## config.mk

```make
export PLATFORM = sky130hd
export DESIGN_NAME = mem_access_arbiter
export DESIGN_NICKNAME = d
export VERILOG_FILES = /design/src/rtl/mem_access_arbiter.sv
export SDC_FILE = /design/constraint.sdc
export NUM_CORES = 1
export LEC_CHECK = 0
export ABC_AREA = 1
export CAP_MARGIN = 5
export CORE_AREA = 4 4 106 108
export DETAILED_ROUTE_END_ITERATION = 8
export DIE_AREA = 0 0 110 112
export PLACE_DENSITY = 0.86
export SLEW_MARGIN = 0
export SYNTH_ARGS = -nofsm -noshare
export SYNTH_HDL_FRONTEND = slang
export SYNTH_SLANG_ARGS = --single-unit
```

## constraint.sdc

```tcl
create_clock -name clk -period 4.75 [get_ports clk]
set_input_delay 0.95 -clock clk [delete_from_list [all_inputs] [get_ports clk]]
set_output_delay 0.95 -clock clk [all_outputs]
set_load 0.01 [all_outputs]
```

## src/rtl/mem_access_arbiter.sv

```systemverilog
// Shares one single-ported, pipelined memory between instruction fetch and the data stage.
// It shapes data-stage accesses, returns responses in order and extends load data.
// Optional MEM_ALIGN_CHK_EN: misaligned or illegal data accesses get an error response and never reach memory.
module mem_access_arbiter #(
   parameter int MAX_OUTST    = 2,
   parameter int STARVE_LIMIT = 4
) (
   input  logic        clk,
   input  logic        rst_n,
   input  logic        if_req,
   input  logic [31:0] if_addr,
   output logic        if_gnt,
   output logic        if_rvalid,
   output logic [31:0] if_rdata,
   input  logic        dm_req,
   input  logic        dm_we,
   input  logic [2:0]  dm_funct3,
   input  logic [31:0] dm_addr,
   input  logic [31:0] dm_wdata,
   output logic        dm_gnt,
   output logic        dm_rvalid,
   output logic [31:0] dm_rdata,
   output logic        dm_err,
   output logic        mem_req,
   output logic        mem_we,
   output logic [31:0] mem_addr,
   output logic [3:0]  mem_be,
   output logic [31:0] mem_wdata,
   input  logic        mem_gnt,
   input  logic        mem_rvalid,
   input  logic [31:0] mem_rdata
);

   typedef enum logic [1:0] {
      ST_IDLE,
      ST_LOCK_IF,
      ST_LOCK_DM
   } lock_state_e;

   // The write flag rides along so store acknowledges return zero data.
   typedef struct packed {
      logic       is_dm;
      logic       we;
      logic [2:0] funct3;
      logic [1:0] off;
   } entry_t;

   localparam int PW = (MAX_OUTST > 1) ? $clog2(MAX_OUTST) : 1;
   localparam int CW = $clog2(MAX_OUTST + 1);
   localparam int SW = (STARVE_LIMIT > 0) ? $clog2(STARVE_LIMIT + 1) : 1;

   lock_state_e   state_q, state_d;
   entry_t        fifo_q [MAX_OUTST];
   entry_t        head, new_entry;
   logic [PW-1:0] wr_ptr_q, rd_ptr_q;
   logic [CW-1:0] count_q;
   logic [SW-1:0] starve_cnt_q;
   logic          fifo_full, fifo_empty, push, pop;
   logic          dm_bad, dm_cand, starve_at_max, starve_hit, sel_dm;
   logic          err_gnt, err_rsp_q, dm_rsp;
   logic [3:0]    be_base;
   logic [31:0]   shifted, load_data;
   logic          unused_if_addr;

   assign unused_if_addr = ^if_addr[1:0];

   function automatic logic [PW-1:0] next_ptr(input logic [PW-1:0] p);
      return (p == PW'(MAX_OUTST - 1)) ? '0 : p + PW'(1);
   endfunction

`ifdef MEM_ALIGN_CHK_EN
   // Illegal funct3 codes and misaligned half/word accesses are answered locally.
   always_comb begin
      dm_bad = 1'b0;
      if (dm_we) begin
         dm_bad = dm_funct3[2] | (dm_funct3[1:0] == 2'b11);
      end else begin
         dm_bad = (dm_funct3 == 3'b011) | (dm_funct3[2:1] == 2'b11);
      end
      if ((dm_funct3[1:0] == 2'b01) && dm_addr[0]) begin
         dm_bad = 1'b1;
      end
      if ((dm_funct3[1:0] == 2'b10) && (dm_addr[1:0] != 2'b00)) begin
         dm_bad = 1'b1;
      end
   end

   // Waiting for an empty pipe keeps the error response in order with memory responses.
   assign err_gnt = dm_req & dm_bad & fifo_empty & (state_q == ST_IDLE);

   always_ff @(posedge clk or negedge rst_n) begin
      if (!rst_n) begin
         err_rsp_q <= 1'b0;
      end else begin
         err_rsp_q <= err_gnt;
      end
   end
`else
   assign dm_bad    = 1'b0;
   assign err_gnt   = 1'b0;
   assign err_rsp_q = 1'b0;
`endif

   assign dm_cand       = dm_req & ~dm_bad;
   assign fifo_full     = (count_q == CW'(MAX_OUTST));
   assign fifo_empty    = (count_q == '0);
   assign starve_at_max = (starve_cnt_q == SW'(STARVE_LIMIT));
   assign starve_hit    = (STARVE_LIMIT != 0) && starve_at_max;

   // A stalled request keeps its source until memory accepts it.
   always_comb begin
      sel_dm = dm_cand & ~(if_req & starve_hit);
      case (state_q)
         ST_LOCK_IF: sel_dm = 1'b0;
         ST_LOCK_DM: sel_dm = 1'b1;
         default:    ;
      endcase
   end

   assign mem_req = (sel_dm ? dm_cand : if_req) & ~fifo_full & ~err_gnt;
   assign push    = mem_req & mem_gnt;
   assign pop     = mem_rvalid & ~fifo_empty;
   assign if_gnt  = push & ~sel_dm;
   assign dm_gnt  = (push & sel_dm) | err_gnt;

   always_ff @(posedge clk or negedge rst_n) begin
      if (!rst_n) begin
         state_q <= ST_IDLE;
      end else begin
         state_q <= state_d;
      end
   end

   always_comb begin
      state_d = ST_IDLE;
      if (mem_req && !mem_gnt) begin
         state_d = sel_dm ? ST_LOCK_DM : ST_LOCK_IF;
      end
   end

   always_ff @(posedge clk or negedge rst_n) begin
      if (!rst_n) begin
         starve_cnt_q <= '0;
      end else if (if_gnt) begin
         starve_cnt_q <= '0;
      end else if (push && sel_dm && if_req && !starve_at_max) begin
         starve_cnt_q <= starve_cnt_q + SW'(1);
      end
   end

   always_comb begin
      case (dm_funct3[1:0])
         2'b00:   be_base = 4'b0001;
         2'b01:   be_base = 4'b0011;
         2'b10:   be_base = 4'b1111;
         default: be_base = 4'b0000;
      endcase
   end

   // Memory side is driven only while a request is presented, otherwise all zero.
   always_comb begin
      mem_we    = 1'b0;
      mem_addr  = '0;
      mem_be    = '0;
      mem_wdata = '0;
      if (mem_req) begin
         if (sel_dm) begin
            mem_we    = dm_we;
            mem_addr  = {dm_addr[31:2], 2'b00};
            mem_be    = be_base << dm_addr[1:0];
            mem_wdata = dm_we ? (dm_wdata << {dm_addr[1:0], 3'b000}) : 32'h0;
         end else begin
            mem_addr  = {if_addr[31:2], 2'b00};
            mem_be    = 4'b1111;
         end
      end
   end

   always_comb begin
      new_entry        = '0;
      new_entry.is_dm  = sel_dm;
      if (sel_dm) begin
         new_entry.we     = dm_we;
         new_entry.funct3 = dm_funct3;
         new_entry.off    = dm_addr[1:0];
      end
   end

   always_ff @(posedge clk or negedge rst_n) begin
      if (!rst_n) begin
         wr_ptr_q <= '0;
         rd_ptr_q <= '0;
         count_q  <= '0;
         for (int i = 0; i < MAX_OUTST; i++) begin
            fifo_q[i] <= '0;
         end
      end else begin
         if (push) begin
            fifo_q[wr_ptr_q] <= new_entry;
            wr_ptr_q         <= next_ptr(wr_ptr_q);
         end
         if (pop) begin
            rd_ptr_q <= next_ptr(rd_ptr_q);
         end
         if (push && !pop) begin
            count_q <= count_q + CW'(1);
         end else if (pop && !push) begin
            count_q <= count_q - CW'(1);
         end
      end
   end

   assign head = fifo_q[rd_ptr_q];

   always_comb begin
      shifted   = mem_rdata >> {head.off, 3'b000};
      load_data = shifted;
      case (head.funct3)
         3'b000:  load_data = {{24{shifted[7]}}, shifted[7:0]};
         3'b001:  load_data = {{16{shifted[15]}}, shifted[15:0]};
         3'b100:  load_data = {24'h0, shifted[7:0]};
         3'b101:  load_data = {16'h0, shifted[15:0]};
         default: ;
      endcase
   end

   assign if_rvalid = pop & ~head.is_dm;
   assign if_rdata  = if_rvalid ? mem_rdata : 32'h0;
   assign dm_rsp    = pop & head.is_dm;
   assign dm_rvalid = dm_rsp | err_rsp_q;
   assign dm_rdata  = (dm_rsp && !head.we) ? load_data : 32'h0;
   assign dm_err    = err_rsp_q;

endmodule

```

==> results.sh <==
export IMPL_cts_max_level=1
export IMPL_layout_cells_non_filler=1023
export IMPL_finalPower_mw=2.81
export IMPL_place_hpwl_um=12500
export IMPL_dp_cells=1019
export IMPL_synth_area_um2=3490
export IMPL_met2WireLength_um=7890
export IMPL_startpoint="dm_req"
export IMPL_nNetsFinal=1032
export IMPL_path_clk_slew_ps=70
export IMPL_diodes=0
export IMPL_ir_drop_mv=0.193
export IMPL_finClkSkew_ps=1.91
export IMPL_num_io_pins=277
export IMPL_rr_startpoint="state_q[0]"
export IMPL_cpMaxStageDelayCell="clkdlybuf4s50_1"
export IMPL_criticalPathCategory="in -> out"
export IMPL_slew_headroom=0.272
export IMPL_area_growth_pct=79.2
export IMPL_synth_warnings=0
export IMPL_synth_seq_area_share=0.165
export IMPL_fin_crit_sh=0.888
export IMPL_required_ps=3800
export IMPL_arrival_ps=3270
export IMPL_drc=0
export IMPL_slowest_delay_ps=590
export IMPL_fin_tns_setup_ps=0
export IMPL_synth_cells=644
export IMPL_cts_buffer_depth=2
export IMPL_wl_per_cell_um=14.9
export IMPL_drv_slew=0
export IMPL_grt_pass1_vias=4663
export IMPL_final_layout_size_suffix_gt1_frac=0.0474
export IMPL_drt_iter0_drc=404
export IMPL_yosys_cell_types_count=35
export IMPL_die_w_um=110
export IMPL_cts_sinks=23
export IMPL_grt_start_max_net_pins=38
export IMPL_antenna_found_initial=0
export IMPL_via_per_inst=4.83
export IMPL_crit_fanout=16
export IMPL_cts_tree="built"
export IMPL_worst_hold_startpoint="fifo_q[6]"
export IMPL_dieHeight_um=112
export IMPL_overflow=0
export IMPL_track_usage=0.228
export IMPL_numCtsBuffers=3
export IMPL_dr_pass1_iters=5
export IMPL_syn_avg_cell_area_um2=5.42
export IMPL_setup_viol=0
export IMPL_crit_chain="clkdlybuf4s50_1, nand3_1, nand2_2, nand2_1, nor2_2, nand2_1, nor2_1, clkdlybuf4s50_1"
export IMPL_final_core_util=0.612
export IMPL_max_freq_ghz=0.237
export IMPL_outcome="finished, final reports clean"
export IMPL_hold_slack_ps=484
export IMPL_cts_root_buf="clkbuf_8"
export IMPL_rsz0062_at_grt="no"
export IMPL_wl_um=15200
export IMPL_cts_resized_gates=0
export IMPL_grt_pass1_wl_um=22600
export IMPL_mostFrequentLayoutCell="clkdlybuf4s50_1"
export IMPL_wl_met3_um=1620
export IMPL_hold_path_class="reg -> reg"
export IMPL_worst_slew_pin_slew_ps=1090
export IMPL_postRouteAntennaNets=0
export IMPL_dieArea_um2=12300
export IMPL_power_density_nw_per_um2=449
export IMPL_start_kind="primary input"
export IMPL_min_period_ps=4220
export IMPL_hold_viol=0
export IMPL_clk_latency_ps=260
export IMPL_core_um2=10200
export IMPL_ctsHoldBuffers=0
export IMPL_rows=37
export IMPL_wl_met1_um=5290
export IMPL_critPathCaptureType="primary output"
export IMPL_gp_congestion=0.882
export IMPL_cap_viol_max_count=0
export IMPL_port_buffer_count=271
export IMPL_layout_cells_most_common_list="clkdlybuf4s50_1 (271), nand2_1 (197), nor2_1 (85), inv_1 (68), a21oi_1 (64)"
export IMPL_initial_core_util=0.341
export IMPL_via_count=4938
export IMPL_postCtsSetupBuffers=0
export IMPL_p_leak_nw=2.84
export IMPL_dr_max_layer_used="met4"
export IMPL_ys_ff_latch=23
-- logic make-up (layout without fill, tap and decap cells) --
family / count (synthesis) / after routing / share of synthesized area
flops: 23 / 23 / 0.165
compound gates: 146 / 146 / 0.221
xor+xnor: 4 / 4 / 0.0100
other cells: 1 / 3 / 0.00107
buf+inv: 115 / 356 / 0.144
mux: 8 / 8 / 0.0229
fa+ha+maj: 6 / 6 / 0.0215
simple gates: 341 / 341 / 0.415
-- sequential cells by signal, indices dropped and copies added, names as in the netlist --
name,flops
state_q,2
fifo_q,14
count_q,2
starve_cnt_q,3
wr_ptr_q,1
rd_ptr_q,1
-- where the power goes --
group          internal [mW]  leakage, nW  switching (mW)
Clock                 0.0597       0.0228          0.0564
Combinational           1.03         2.52            1.32
Sequential             0.275        0.299          0.0700
-- per-stage QoR --
stage,setup WS (ps),instance area (um^2)
2_1_floorplan,1760,3500
3_3_place_gp,664,6210
3_5_place_dp,599,6210
4_1_cts,573,6260
5_1_grt,399,6260
6_report,532,6260
-- cell usage after synthesis (all sizes together) --
cell | number | area [um^2]
nand2 | 205 | 815
nor2 | 98 | 405
inv | 71 | 267
o21ai | 66 | 349
a21oi | 64 | 320
nand3 | 32 | 183
buf | 25 | 166
dfrtp | 23 | 576
clkbuf | 17 | 63.8
a31oi | 14 | 87.6
mux2i | 8 | 80.1
ha | 6 | 75.1
nor3 | 3 | 26.3
xor2 | 3 | 26.3
clkinv | 2 | 7.51
nand4 | 2 | 12.5
conb | 1 | 3.75
o211ai | 1 | 7.51
o22ai | 1 | 6.26
or2 | 1 | 6.26
xnor2 | 1 | 8.76
-- final cells by class --
type / instances / area, um^2
inverter: 73 / 274
clock buffer: 4 / 45.0
fill: 948 / 3970
tap: 136 / 170
sequential: 23 / 576
timing repair buffer: 279 / 2770
multi-input combinational: 508 / 2420
-- worst max-delay path: cells and delay by family --
family | cells | cell delay, ps
buf+inv | 2 | 1080
simple gates | 6 | 1240
-- worst paths after layout --
check	to	slack, ps	cells after the start
max in group asynchronous	fifo_q[10]	2920	1
setup reg to reg	count_q[1]	2540	12
min in group asynchronous	starve_cnt_q[1]	1230	1
setup / recovery	mem_wdata[15]	530	8
hold reg to reg	fifo_q[6]	480	2
hold / removal	fifo_q[6]	480	2
-- metal layers --
| metal | global-route usage | up-vias |
|---|---|---|
| met4 | 0.0623 | 0 |
| li1 | - | 2529 |
| met1 | 0.223 | 2148 |
| met5 | 0 | - |
| met2 | 0.450 | 235 |
| met3 | 0.0638 | 26 |
Note: power is estimated with default switching activity, not from simulation.
